$ cat config.mk
export PLATFORM = sky130hd
export DESIGN_NAME = rs_pool_flat
export DESIGN_NICKNAME = d
export VERILOG_FILES = /design/src/rtl/rs_pool_if.sv /design/src/rtl/rs_pool.sv /design/src/flat_wrapper.sv
export SDC_FILE = /design/constraint.sdc
export NUM_CORES = 2
export LEC_CHECK = 0
export BUFFER_PORTS_ARGS = -buffer_cell sky130_fd_sc_hd__buf_4
export CORE_AREA = 2 2 528 530
export CTS_BUF_LIST = sky130_fd_sc_hd__clkbuf_16
export CTS_CLUSTER_DIAMETER = 120
export DETAILED_ROUTE_END_ITERATION = 8
export DIE_AREA = 0 0 530 532
export GPL_ROUTABILITY_DRIVEN = 0
export PLACE_DENSITY_LB_ADDON = 0.25
export RECOVER_POWER = 25
export SLEW_MARGIN = 5
export SYNTH_ARGS = -nofsm -noshare
export SYNTH_HDL_FRONTEND = slang
export SYNTH_SLANG_ARGS = --single-unit
$ cat constraint.sdc
create_clock -name clock -period 38.4 [get_ports clock]
set_input_delay 3.84 -clock clock [delete_from_list [all_inputs] [get_ports clock]]
set_output_delay 3.84 -clock clock [all_outputs]
set_load 0.05 [all_outputs]
$ cat src/rtl/rs_pool_if.sv
// Handshake and broadcast bundle between dispatch/CDB/FU and the reservation station.
// The master side drives dispatch, CDB, ROB head, flush and FU ready.
interface rs_pool_if #(
   parameter int unsigned NUM_ENTRIES = 8,
   parameter int unsigned TAG_W       = 5,
   parameter int unsigned XLEN        = 32,
   parameter int unsigned PAYLOAD_W   = 64,
   parameter int unsigned NUM_CDB     = 2,
   parameter int unsigned CNT_W       = $clog2(NUM_ENTRIES + 1)
);
   logic                       dp_valid;
   logic                       dp_ready;
   logic [TAG_W-1:0]           dp_rob_tag;
   logic                       dp_src1_rdy;
   logic                       dp_src2_rdy;
   logic [TAG_W-1:0]           dp_src1_tag;
   logic [TAG_W-1:0]           dp_src2_tag;
   logic [XLEN-1:0]            dp_src1_val;
   logic [XLEN-1:0]            dp_src2_val;
   logic [PAYLOAD_W-1:0]       dp_payload;
   logic [NUM_CDB-1:0]         cdb_valid;
   logic [NUM_CDB*TAG_W-1:0]   cdb_tag;
   logic [NUM_CDB*XLEN-1:0]    cdb_val;
   logic [TAG_W-1:0]           rob_head;
   logic                       flush_valid;
   logic [TAG_W-1:0]           flush_tag;
   logic                       iss_valid;
   logic                       iss_ready;
   logic [TAG_W-1:0]           iss_rob_tag;
   logic [XLEN-1:0]            iss_src1;
   logic [XLEN-1:0]            iss_src2;
   logic [PAYLOAD_W-1:0]       iss_payload;
   logic [CNT_W-1:0]           free_count;

   modport master (
      output dp_valid, dp_rob_tag, dp_src1_rdy, dp_src2_rdy, dp_src1_tag, dp_src2_tag,
             dp_src1_val, dp_src2_val, dp_payload, cdb_valid, cdb_tag, cdb_val, rob_head,
             flush_valid, flush_tag, iss_ready,
      input  dp_ready, iss_valid, iss_rob_tag, iss_src1, iss_src2, iss_payload, free_count
   );

   modport slave (
      input  dp_valid, dp_rob_tag, dp_src1_rdy, dp_src2_rdy, dp_src1_tag, dp_src2_tag,
             dp_src1_val, dp_src2_val, dp_payload, cdb_valid, cdb_tag, cdb_val, rob_head,
             flush_valid, flush_tag, iss_ready,
      output dp_ready, iss_valid, iss_rob_tag, iss_src1, iss_src2, iss_payload, free_count
   );
endinterface

$ cat src/rtl/rs_pool.sv
// Age-ordered reservation station: captures operands from dispatch or the CDBs and
// issues the oldest operand-ready entry; ages are taken relative to the ROB head.
module rs_pool #(
   parameter int unsigned NUM_ENTRIES = 8,
   parameter int unsigned TAG_W       = 5,
   parameter int unsigned XLEN        = 32,
   parameter int unsigned PAYLOAD_W   = 64,
   parameter int unsigned NUM_CDB     = 2,
   parameter int unsigned CNT_W       = $clog2(NUM_ENTRIES + 1)
) (
   input logic      clock,
   input logic      reset,
   rs_pool_if.slave bus
);
   localparam int unsigned IDX_W = $clog2(NUM_ENTRIES);

   logic [NUM_ENTRIES-1:0] busy_q, busy_d;
   logic [NUM_ENTRIES-1:0] rdy1_q, rdy1_d;
   logic [NUM_ENTRIES-1:0] rdy2_q, rdy2_d;
   logic [TAG_W-1:0]       rob_tag_q [NUM_ENTRIES];
   logic [TAG_W-1:0]       rob_tag_d [NUM_ENTRIES];
   logic [TAG_W-1:0]       tag1_q    [NUM_ENTRIES];
   logic [TAG_W-1:0]       tag1_d    [NUM_ENTRIES];
   logic [TAG_W-1:0]       tag2_q    [NUM_ENTRIES];
   logic [TAG_W-1:0]       tag2_d    [NUM_ENTRIES];
   logic [XLEN-1:0]        val1_q    [NUM_ENTRIES];
   logic [XLEN-1:0]        val1_d    [NUM_ENTRIES];
   logic [XLEN-1:0]        val2_q    [NUM_ENTRIES];
   logic [XLEN-1:0]        val2_d    [NUM_ENTRIES];
   logic [PAYLOAD_W-1:0]   payload_q [NUM_ENTRIES];
   logic [PAYLOAD_W-1:0]   payload_d [NUM_ENTRIES];
   logic [CNT_W-1:0]       free_count_q, free_count_d;

   // {hit, value} from the lowest-numbered valid bus carrying the tag
   function automatic logic [XLEN:0] cdb_lookup(input logic [TAG_W-1:0]         tag,
                                                input logic [NUM_CDB-1:0]       valid,
                                                input logic [NUM_CDB*TAG_W-1:0] tags,
                                                input logic [NUM_CDB*XLEN-1:0]  vals);
      logic [XLEN:0] res;
      res = '0;
      for (int k = int'(NUM_CDB) - 1; k >= 0; k--) begin
         if (valid[k] && (tags[k*TAG_W +: TAG_W] == tag)) res = {1'b1, vals[k*XLEN +: XLEN]};
      end
      return res;
   endfunction

   // Oldest-ready select works purely on registered state and the ROB head.
   logic [TAG_W-1:0] slot_age [NUM_ENTRIES];
   logic [TAG_W-1:0] sel_age;
   logic [IDX_W-1:0] sel_idx;
   logic             sel_found;

   always_comb begin
      sel_found = 1'b0;
      sel_idx   = '0;
      sel_age   = '0;
      for (int i = 0; i < int'(NUM_ENTRIES); i++) begin
         slot_age[i] = rob_tag_q[i] - bus.rob_head;
         if (busy_q[i] && rdy1_q[i] && rdy2_q[i] && (!sel_found || (slot_age[i] < sel_age))) begin
            sel_found = 1'b1;
            sel_idx   = IDX_W'(i);
            sel_age   = slot_age[i];
         end
      end
   end

   assign bus.iss_valid   = sel_found;
   assign bus.iss_rob_tag = sel_found ? rob_tag_q[sel_idx] : '0;
   assign bus.iss_src1    = sel_found ? val1_q[sel_idx]    : '0;
   assign bus.iss_src2    = sel_found ? val2_q[sel_idx]    : '0;
   assign bus.iss_payload = sel_found ? payload_q[sel_idx] : '0;
   assign bus.free_count  = free_count_q;
   assign bus.dp_ready    = (free_count_q != '0);

   logic [XLEN:0]    dp_hit1, dp_hit2, wk1, wk2;
   logic [TAG_W-1:0] flush_age;
   logic [IDX_W-1:0] alloc_idx;
   logic             alloc_found;

   assign dp_hit1   = cdb_lookup(bus.dp_src1_tag, bus.cdb_valid, bus.cdb_tag, bus.cdb_val);
   assign dp_hit2   = cdb_lookup(bus.dp_src2_tag, bus.cdb_valid, bus.cdb_tag, bus.cdb_val);
   assign flush_age = bus.flush_tag - bus.rob_head;

   always_comb begin
      busy_d      = busy_q;
      rdy1_d      = rdy1_q;
      rdy2_d      = rdy2_q;
      rob_tag_d   = rob_tag_q;
      tag1_d      = tag1_q;
      tag2_d      = tag2_q;
      val1_d      = val1_q;
      val2_d      = val2_q;
      payload_d   = payload_q;
      wk1         = '0;
      wk2         = '0;
      alloc_found = 1'b0;
      alloc_idx   = '0;

      for (int i = 0; i < int'(NUM_ENTRIES); i++) begin
         wk1 = cdb_lookup(tag1_q[i], bus.cdb_valid, bus.cdb_tag, bus.cdb_val);
         wk2 = cdb_lookup(tag2_q[i], bus.cdb_valid, bus.cdb_tag, bus.cdb_val);
         if (!rdy1_q[i] && wk1[XLEN]) begin
            rdy1_d[i] = 1'b1;
            val1_d[i] = wk1[XLEN-1:0];
         end
         if (!rdy2_q[i] && wk2[XLEN]) begin
            rdy2_d[i] = 1'b1;
            val2_d[i] = wk2[XLEN-1:0];
         end
         if (bus.flush_valid && (slot_age[i] > flush_age)) busy_d[i] = 1'b0;
      end

      if (sel_found && bus.iss_ready) busy_d[sel_idx] = 1'b0;

      // Allocation looks at busy_q so slots freed this edge are not reused yet.
      for (int i = int'(NUM_ENTRIES) - 1; i >= 0; i--) begin
         if (!busy_q[i]) begin
            alloc_found = 1'b1;
            alloc_idx   = IDX_W'(i);
         end
      end

      if (bus.dp_valid && bus.dp_ready && !bus.flush_valid && alloc_found) begin
         busy_d[alloc_idx]    = 1'b1;
         rob_tag_d[alloc_idx] = bus.dp_rob_tag;
         payload_d[alloc_idx] = bus.dp_payload;
         tag1_d[alloc_idx]    = bus.dp_src1_tag;
         tag2_d[alloc_idx]    = bus.dp_src2_tag;
         rdy1_d[alloc_idx]    = bus.dp_src1_rdy | dp_hit1[XLEN];
         rdy2_d[alloc_idx]    = bus.dp_src2_rdy | dp_hit2[XLEN];
         val1_d[alloc_idx]    = bus.dp_src1_rdy ? bus.dp_src1_val : dp_hit1[XLEN-1:0];
         val2_d[alloc_idx]    = bus.dp_src2_rdy ? bus.dp_src2_val : dp_hit2[XLEN-1:0];
      end

      free_count_d = '0;
      for (int i = 0; i < int'(NUM_ENTRIES); i++) begin
         if (!busy_d[i]) free_count_d = free_count_d + CNT_W'(1);
      end
   end

   always_ff @(posedge clock or posedge reset) begin
      if (reset) begin
         busy_q       <= '0;
         rdy1_q       <= '0;
         rdy2_q       <= '0;
         rob_tag_q    <= '{default: '0};
         tag1_q       <= '{default: '0};
         tag2_q       <= '{default: '0};
         val1_q       <= '{default: '0};
         val2_q       <= '{default: '0};
         payload_q    <= '{default: '0};
         free_count_q <= CNT_W'(NUM_ENTRIES);
      end else begin
         busy_q       <= busy_d;
         rdy1_q       <= rdy1_d;
         rdy2_q       <= rdy2_d;
         rob_tag_q    <= rob_tag_d;
         tag1_q       <= tag1_d;
         tag2_q       <= tag2_d;
         val1_q       <= val1_d;
         val2_q       <= val2_d;
         payload_q    <= payload_d;
         free_count_q <= free_count_d;
      end
   end
endmodule

$ cat src/flat_wrapper.sv
// flat-port wrapper written by rule: the top's interface ports become plain ports
module rs_pool_flat 
#(
   parameter int unsigned NUM_ENTRIES = 8,
   parameter int unsigned TAG_W       = 5,
   parameter int unsigned XLEN        = 32,
   parameter int unsigned PAYLOAD_W   = 64,
   parameter int unsigned NUM_CDB     = 2,
   parameter int unsigned CNT_W       = $clog2(NUM_ENTRIES + 1)
)
  (clock, reset, bus_dp_valid, bus_dp_rob_tag, bus_dp_src1_rdy, bus_dp_src2_rdy, bus_dp_src1_tag, bus_dp_src2_tag, bus_dp_src1_val, bus_dp_src2_val, bus_dp_payload, bus_cdb_valid, bus_cdb_tag, bus_cdb_val, bus_rob_head, bus_flush_valid, bus_flush_tag, bus_iss_ready, bus_dp_ready, bus_iss_valid, bus_iss_rob_tag, bus_iss_src1, bus_iss_src2, bus_iss_payload, bus_free_count);
  rs_pool_if #(.NUM_ENTRIES(NUM_ENTRIES), .TAG_W(TAG_W), .XLEN(XLEN), .PAYLOAD_W(PAYLOAD_W), .NUM_CDB(NUM_CDB), .CNT_W(CNT_W)) bus_i ();
  input logic clock;
  input logic reset;
  input wire logic [$bits(bus_i.dp_valid)-1:0] bus_dp_valid;
  input wire logic [$bits(bus_i.dp_rob_tag)-1:0] bus_dp_rob_tag;
  input wire logic [$bits(bus_i.dp_src1_rdy)-1:0] bus_dp_src1_rdy;
  input wire logic [$bits(bus_i.dp_src2_rdy)-1:0] bus_dp_src2_rdy;
  input wire logic [$bits(bus_i.dp_src1_tag)-1:0] bus_dp_src1_tag;
  input wire logic [$bits(bus_i.dp_src2_tag)-1:0] bus_dp_src2_tag;
  input wire logic [$bits(bus_i.dp_src1_val)-1:0] bus_dp_src1_val;
  input wire logic [$bits(bus_i.dp_src2_val)-1:0] bus_dp_src2_val;
  input wire logic [$bits(bus_i.dp_payload)-1:0] bus_dp_payload;
  input wire logic [$bits(bus_i.cdb_valid)-1:0] bus_cdb_valid;
  input wire logic [$bits(bus_i.cdb_tag)-1:0] bus_cdb_tag;
  input wire logic [$bits(bus_i.cdb_val)-1:0] bus_cdb_val;
  input wire logic [$bits(bus_i.rob_head)-1:0] bus_rob_head;
  input wire logic [$bits(bus_i.flush_valid)-1:0] bus_flush_valid;
  input wire logic [$bits(bus_i.flush_tag)-1:0] bus_flush_tag;
  input wire logic [$bits(bus_i.iss_ready)-1:0] bus_iss_ready;
  output wire logic [$bits(bus_i.dp_ready)-1:0] bus_dp_ready;
  output wire logic [$bits(bus_i.iss_valid)-1:0] bus_iss_valid;
  output wire logic [$bits(bus_i.iss_rob_tag)-1:0] bus_iss_rob_tag;
  output wire logic [$bits(bus_i.iss_src1)-1:0] bus_iss_src1;
  output wire logic [$bits(bus_i.iss_src2)-1:0] bus_iss_src2;
  output wire logic [$bits(bus_i.iss_payload)-1:0] bus_iss_payload;
  output wire logic [$bits(bus_i.free_count)-1:0] bus_free_count;
  assign bus_i.dp_valid = bus_dp_valid;
  assign bus_i.dp_rob_tag = bus_dp_rob_tag;
  assign bus_i.dp_src1_rdy = bus_dp_src1_rdy;
  assign bus_i.dp_src2_rdy = bus_dp_src2_rdy;
  assign bus_i.dp_src1_tag = bus_dp_src1_tag;
  assign bus_i.dp_src2_tag = bus_dp_src2_tag;
  assign bus_i.dp_src1_val = bus_dp_src1_val;
  assign bus_i.dp_src2_val = bus_dp_src2_val;
  assign bus_i.dp_payload = bus_dp_payload;
  assign bus_i.cdb_valid = bus_cdb_valid;
  assign bus_i.cdb_tag = bus_cdb_tag;
  assign bus_i.cdb_val = bus_cdb_val;
  assign bus_i.rob_head = bus_rob_head;
  assign bus_i.flush_valid = bus_flush_valid;
  assign bus_i.flush_tag = bus_flush_tag;
  assign bus_i.iss_ready = bus_iss_ready;
  assign bus_dp_ready = bus_i.dp_ready;
  assign bus_iss_valid = bus_i.iss_valid;
  assign bus_iss_rob_tag = bus_i.iss_rob_tag;
  assign bus_iss_src1 = bus_i.iss_src1;
  assign bus_iss_src2 = bus_i.iss_src2;
  assign bus_iss_payload = bus_i.iss_payload;
  assign bus_free_count = bus_i.free_count;
  rs_pool #(.NUM_ENTRIES(NUM_ENTRIES), .TAG_W(TAG_W), .XLEN(XLEN), .PAYLOAD_W(PAYLOAD_W), .NUM_CDB(NUM_CDB), .CNT_W(CNT_W)) u_core (.clock(clock), .reset(reset), .bus(bus_i));
endmodule
# == After elaboration in Yosys (flattened, before gate mapping) ==
# Index checks and enable logic that the tools add are counted.
# classes
n_addsub,16
n_lt_le_gt_ge,22
n_eq_ne,36
mux,164
n_bitwise,7
n_reduce_logical,122
# ops
op,n
2-to-1 mux 33 bit,36
2-to-1 mux 32 bit,25
bitwise mux 256 bit,2
bitwise mux 512 bit,1
2-to-1 mux 256 bit,2
2-to-1 mux 64 bit,4
binary-select mux 32 bit (select 3 bit),2
binary-select mux 64 bit (select 3 bit),1
demux 64 bit (select 3 bit),1
== test 5 bit,36
bitwise mux 40 bit,3
demux 32 bit (select 3 bit),1
logical AND 1 bit,90
2-to-1 mux 5 bit,11
subtractor 5 bit,9
2-to-1 mux 1 bit,44
greater-than comparator 5 bit,8
2-to-1 mux 3 bit,12
< comparator 5 bit,7
2-to-1 mux 8 bit,4
2-to-1 mux 4 bit,7
adder 4 x 1 -> 4 bit (second input constant),6
zero test 1 bit,24
bitwise mux 8 bit,2
other kinds (16),29
# totals
register_bits,1172
inputBits,236
out_inout_bits,139

# == Logic depth before layout (Yosys ltp) ==
# depth
ltp_word,55
depth_mapped,98

# == Worst setup path after synthesis ==
# No wires, ideal clock.
# synth_path
kind,input-to-output
start,input bus_rob_head[1]
end,output bus_iss_payload[19]
arrival_time_ns,18.305
t_required_ns,34.560
setup_slack_ns,16.255
cell_stages,74
path_buffers,7
cell_sequence,inv_1 fa_1 a21o_1 a21oi_1 xnor2_1 nand2_1 ha_1 a21oi_1 o211ai_1 o22ai_1 a21o_1 inv_1 ha_1 a211o_1 a21oi_1 nor2b_1 o21ai_1 mux2i_1 [... 38 more ...] nand2_1 o21ai_0 ha_1 a21o_1 a21oi_1 nor2b_1 nor3_1 o311a_1 o21ai_0 or3b_2 o211a_1 clkbuf_1 o21ai_1 clkbuf_1 clkbuf_1 nand2_1 a31oi_1 o2111a_1
# synth_between
elab_chain_cells,35
word_cells_on_any_way,61
cone_classes,add/sub (8); order compare (7); mux (25); bitwise (1); reduce/logical (20)
# synth_lines
element,line,text
start: declaration,flat_wrapper.sv:27,input wire logic [$bits(bus_i.rob_head)-1:0] bus_rob_head;
subtractor 5 bit,rs_pool.sv:58,slot_age[i] = rob_tag_q[i] - bus.rob_head;
2-to-1 mux 5 bit,rs_pool.sv:59,if (busy_q[i] && rdy1_q[i] && rdy2_q[i] && (!sel_found || (slot_age[i] < sel_age))) begin
< comparator 5 bit,rs_pool.sv:59,
logical OR 1 bit,rs_pool.sv:59,
logical AND 1 bit,rs_pool.sv:59,
2-to-1 mux 5 bit / 2-to-1 mux 1 bit (equally long branches),rs_pool.sv:59,
< comparator 5 bit / zero test 1 bit (equally long branches),rs_pool.sv:59,
logical OR 1 bit,rs_pool.sv:59,
[... 18 more ...],--,
< comparator 5 bit / zero test 1 bit (equally long branches),rs_pool.sv:59,
logical OR 1 bit,rs_pool.sv:59,
logical AND 1 bit,rs_pool.sv:59,
2-to-1 mux 3 bit,rs_pool.sv:59,
NOT 3 -> 4 bit (implied by the code),rs_pool.sv:71,assign bus.iss_payload = sel_found ? payload_q[sel_idx] : '0;
binary-select mux 64 bit (select 3 bit),rs_pool.sv:71,
2-to-1 mux 64 bit (implied by the code) (2 in series),rs_pool.sv:71,
2-to-1 mux 64 bit (*),rs_pool.sv:71,
end: declaration,flat_wrapper.sv:36,output wire logic [$bits(bus_i.iss_payload)-1:0] bus_iss_payload;
# Mark *: on every way between the ends. The rest lies on a longest branch, timed or not. The select of a mux whose other input is x is not followed.

# == Final worst setup path ==
# layout_path
start,input bus_rob_head[1]
end,output bus_iss_rob_tag[0]
# layout_between
elab_chain_cells,35
word_cells_on_any_way,61
cone_classes,add/sub (8); order compare (7); mux (25); bitwise (1); reduce/logical (20)
# layout_lines
element,line,text
subtractor 5 bit,rs_pool.sv:58,
2-to-1 mux 5 bit,rs_pool.sv:59,
< comparator 5 bit,rs_pool.sv:59,
logical OR 1 bit,rs_pool.sv:59,
logical AND 1 bit,rs_pool.sv:59,
2-to-1 mux 5 bit / 2-to-1 mux 1 bit (equally long branches),rs_pool.sv:59,
< comparator 5 bit / zero test 1 bit (equally long branches),rs_pool.sv:59,
logical OR 1 bit,rs_pool.sv:59,
[... 18 more ...],--,
< comparator 5 bit / zero test 1 bit (equally long branches),rs_pool.sv:59,
logical OR 1 bit,rs_pool.sv:59,
logical AND 1 bit,rs_pool.sv:59,
2-to-1 mux 3 bit,rs_pool.sv:59,
NOT 3 -> 4 bit (implied by the code),rs_pool.sv:68,assign bus.iss_rob_tag = sel_found ? rob_tag_q[sel_idx] : '0;
binary-select mux 5 bit (select 3 bit),rs_pool.sv:68,
2-to-1 mux 5 bit (implied by the code) (2 in series),rs_pool.sv:68,
2-to-1 mux 5 bit (*),rs_pool.sv:68,
end: declaration,flat_wrapper.sv:33,output wire logic [$bits(bus_i.iss_rob_tag)-1:0] bus_iss_rob_tag;
# Marked as above.

==> impl_metrics.yaml <==
timing:
  maxSlewHeadroom_pct: -626
  rsz0062_at_grt: "false"
  setup_slack_ns: 11.90
  tightestPinTransition_ns: 10.88
  finalHoldViolCount: 0
  finalMaxSlewViolations: 923
  finalSetupViolations: 0
  setup-tns-final_ns: 0
  min_period_ns: 26.50
  max_freq_mhz: 37.7
  finClkSkew_ns: 0.0586
  fin_crit_sh_pct: 69.0
clock_tree:
  post_cts_resized: 0
  postCtsSetupRepairBufs: 0
  numCtsBuffers: 157
  cts.sinks: 1172
  ctsHoldBuffers: 0
  path_clk_slew_ns: 0.05
  cts_tree: "done"
  clockBufferDepth: 4
  clk_latency_ns: 0.83
  htreeDepth: 4
  root_buffer: "clkbuf_16"
run_status:
  status: "finished, violations left"
  violations: "capacitance limit, slew limit"
synth:
  synth-edff-count: 0
  yosysSeqAreaShare_pct: 42.6
  synth_area_leaders: "dfrtp_1, nand2_1, mux2i_1"
  synth-seq-cells: 1172
  syn_inst: 8310
  postSynthNetCount: 8668
  syn_area_mm2: 0.0689
  yosys_warnings: 0
  netlist.area_leader.share_pct: 42.6
  synthFlopType: "dfrtp_1"
  ys_async_sr_fraction_pct: 100
  synth_cell_types: 74
  syn_area_per_cell_um2: 8.29
  yosysTopAreaCell: "dfrtp_1"
global_routing:
  overflow: 0
  antenna_found_initial: 44
  grt.total_usage_pct: 20.8
  grt_pass1_wl_mm: 441
  grt_max_degree: 184
  grt_pass1_vias: 62623
floorplan:
  die_w_um: 530
  rows: 193
  initial_core_util_pct: 25.0
  ios: 375
  die-area_mm2: 0.282
  die_h_um: 532
  fp.coreArea_mm2: 0.276
route:
  first_pass_iters: 6
  routed_wl_mm: 302
  drt_iter0_drc: 6613
  wl_per_cell_um: 25.3
  vias: 63224
  antenna_left: 0
  drc: 0
  avgViaCountPerCell: 5.30
worst_setup_path:
  critPathTopFamily: "compound AO/OA/AOI/OAI gates"
  reg2regPathDepth: 85
  critical_path.max_stage_delay_ns: 0.88
  path_buf_inv: 8
  critPathMaxFanout: 71
  crit_slowest_cell: "o21a_4"
  worstSetupPathDepth: 72
  worstSetupEndpointType: "primary output"
  crit_required_ns: 34.56
  critical_path.most_common_cell: "a21oi_1"
  path_class: "primary input to primary output"
  start_kind: "primary input"
  crit_arrival_ns: 22.66
final_layout:
  layout.nets: 8464
  layout-drive-gt1-share_pct: 11.0
  fillers: 29356
  synthToLayoutAreaGrowth_pct: 14.9
power:
  peakVddDrop_mv: 0.143
  power_density_mw_per_mm2: 91.4
  p_leak_nw: 33.8
hold_path:
  holdPathStages: 2
  hold_class: "register to register"
place:
  dp_hpwl_mm: 173
  io_buffers: 374
  dp_slack_ns: 12.26
job:
  maxCapViolCount: 14
metrics by stage:
step / power [mW] / cell area [um^2] / hold slack, ns / cells / util (%)
after floorplan: 4.42 / 68900 / 0.440 / 8310 / -
after global placement: 5.76 / 74400 / 0.450 / 11652 / 27.0
after detailed placement: 5.79 / 74400 / 0.455 / 11652 / 27.0
after CTS: 7.26 / 79200 / 0.470 / 11918 / 28.7
after global routing: 7.67 / 79100 / 0.484 / 11923 / 28.7
final: 7.23 / 79100 / 0.466 / 11934 / 28.7
state kept, by name, indices dropped and copies added, names as in the netlist:
name,cells
u_core.rdy1_q,8
u_core.tag1_q,40
u_core.bus.free_count,4
u_core.val2_q,256
u_core.busy_q,8
u_core.rob_tag_q,40
u_core.tag2_q,40
u_core.payload_q,512
u_core.val1_q,256
u_core.rdy2_q,8
worst reg2reg max path, delay by kind of cell, from the launching register on:
family,cells,cell delay [ns]
AOI/OAI and AO/OA,37,8.42
muxes,3,0.87
xor gates and xnor gates,2,0.38
and+or+nand+nor,23,4.42
buffers and inverters,7,2.21
DFF,1,0.37
adders and majority gates,13,4.66
synthesized netlist by cell type (90+ instances only):
| library cell | count |
|---|---|
| ha_1 | 113 |
| nand2_1 | 2771 |
| dfrtp_1 | 1171 |
| buf_1 | 174 |
| clkbuf_1 | 673 |
| mux2_2 | 159 |
| o21ai_0 | 585 |
| and3_1 | 147 |
| or3_1 | 134 |
| a21oi_1 | 110 |
| a31oi_1 | 153 |
| mux2i_1 | 526 |
| nor2_1 | 90 |
| nand3_1 | 290 |
| xor2_1 | 157 |
| o211ai_1 | 637 |
cell type report:
type / instances / area [um^2] / area share [%]
antenna: 16 / 40.0 / 0.0506
clock buffer: 158 / 3950 / 5.00
clock inverter: 108 / 817 / 1.03
inverter: 46 / 174 / 0.220
multi-input combinational: 6243 / 36500 / 46.1
sequential: 1172 / 29300 / 37.1
tap: 3705 / 4640 / 5.86
timing repair buffer: 486 / 3700 / 4.67
per-layer routing:
layer / part of all wire, % / GRT usage, % / vias to the layer above / routed length (um)
li1: - / - / 28147 / -
met1: 43 / 27.6 / 31783 / 129000
met2: 46 / 33.1 / 2669 / 138000
met3: 7.6 / 4.21 / 579 / 22900
met4: 3.7 / 7.86 / 46 / 11200
met5: 0.088 / 0 / - / 266
layout by cell type (no fill, tap or decap), types with 129 or more instances in the layout:
cell type,Yosys,routed
nand2_1,2771,2768
dfrtp_1,1171,1171
o211ai_1,637,637
o21ai_0,585,585
mux2i_1,526,526
buf_4,1,459
nand3_1,290,289
mux2_2,159,159
clkbuf_16,0,158
xor2_1,157,157
a31oi_1,153,153
or3_1,134,134
and3_1,147,129
path summary, 6_finish.rpt:
path | start | endpoint | slack, ns
min in group asynchronous | reset | u_core.payload_q[133]$_DFFE_PP0P_ | 4.67
worst min register to register | u_core.payload_q[88]$_DFFE_PP0P_ | u_core.payload_q[88]$_DFFE_PP0P_ | 0.47
worst min-delay path | u_core.payload_q[88]$_DFFE_PP0P_ | u_core.payload_q[88]$_DFFE_PP0P_ | 0.47
worst max-delay path | bus_rob_head[1] | bus_iss_rob_tag[0] | 11.90
max in group asynchronous | reset | u_core.val1_q[115]$_DFF_PP0_ | 22.16
worst max register to register | u_core.rob_tag_q[35]$_DFFE_PP0P_ | u_core.bus.free_count[1]$_DFF_PP0_ | 16.95
cells by family after synthesis:
logic type | Yosys count | share of synthesized area, %
compound gates | 1656 | 15.6
xor+xnor | 232 | 3.02
fa+ha+maj | 122 | 2.31
buf+inv | 895 | 4.89
flops | 1172 | 42.6
mux | 685 | 10.2
simple gates | 3548 | 21.4
power breakdown:
group	leakage [nW]	internal (mW)	switching, mW
Clock	2.43	0.823	0.603
Sequential	15.1	1.63	0.240
Combinational	16.3	1.21	2.72
(Power assumes the default switching activity.)
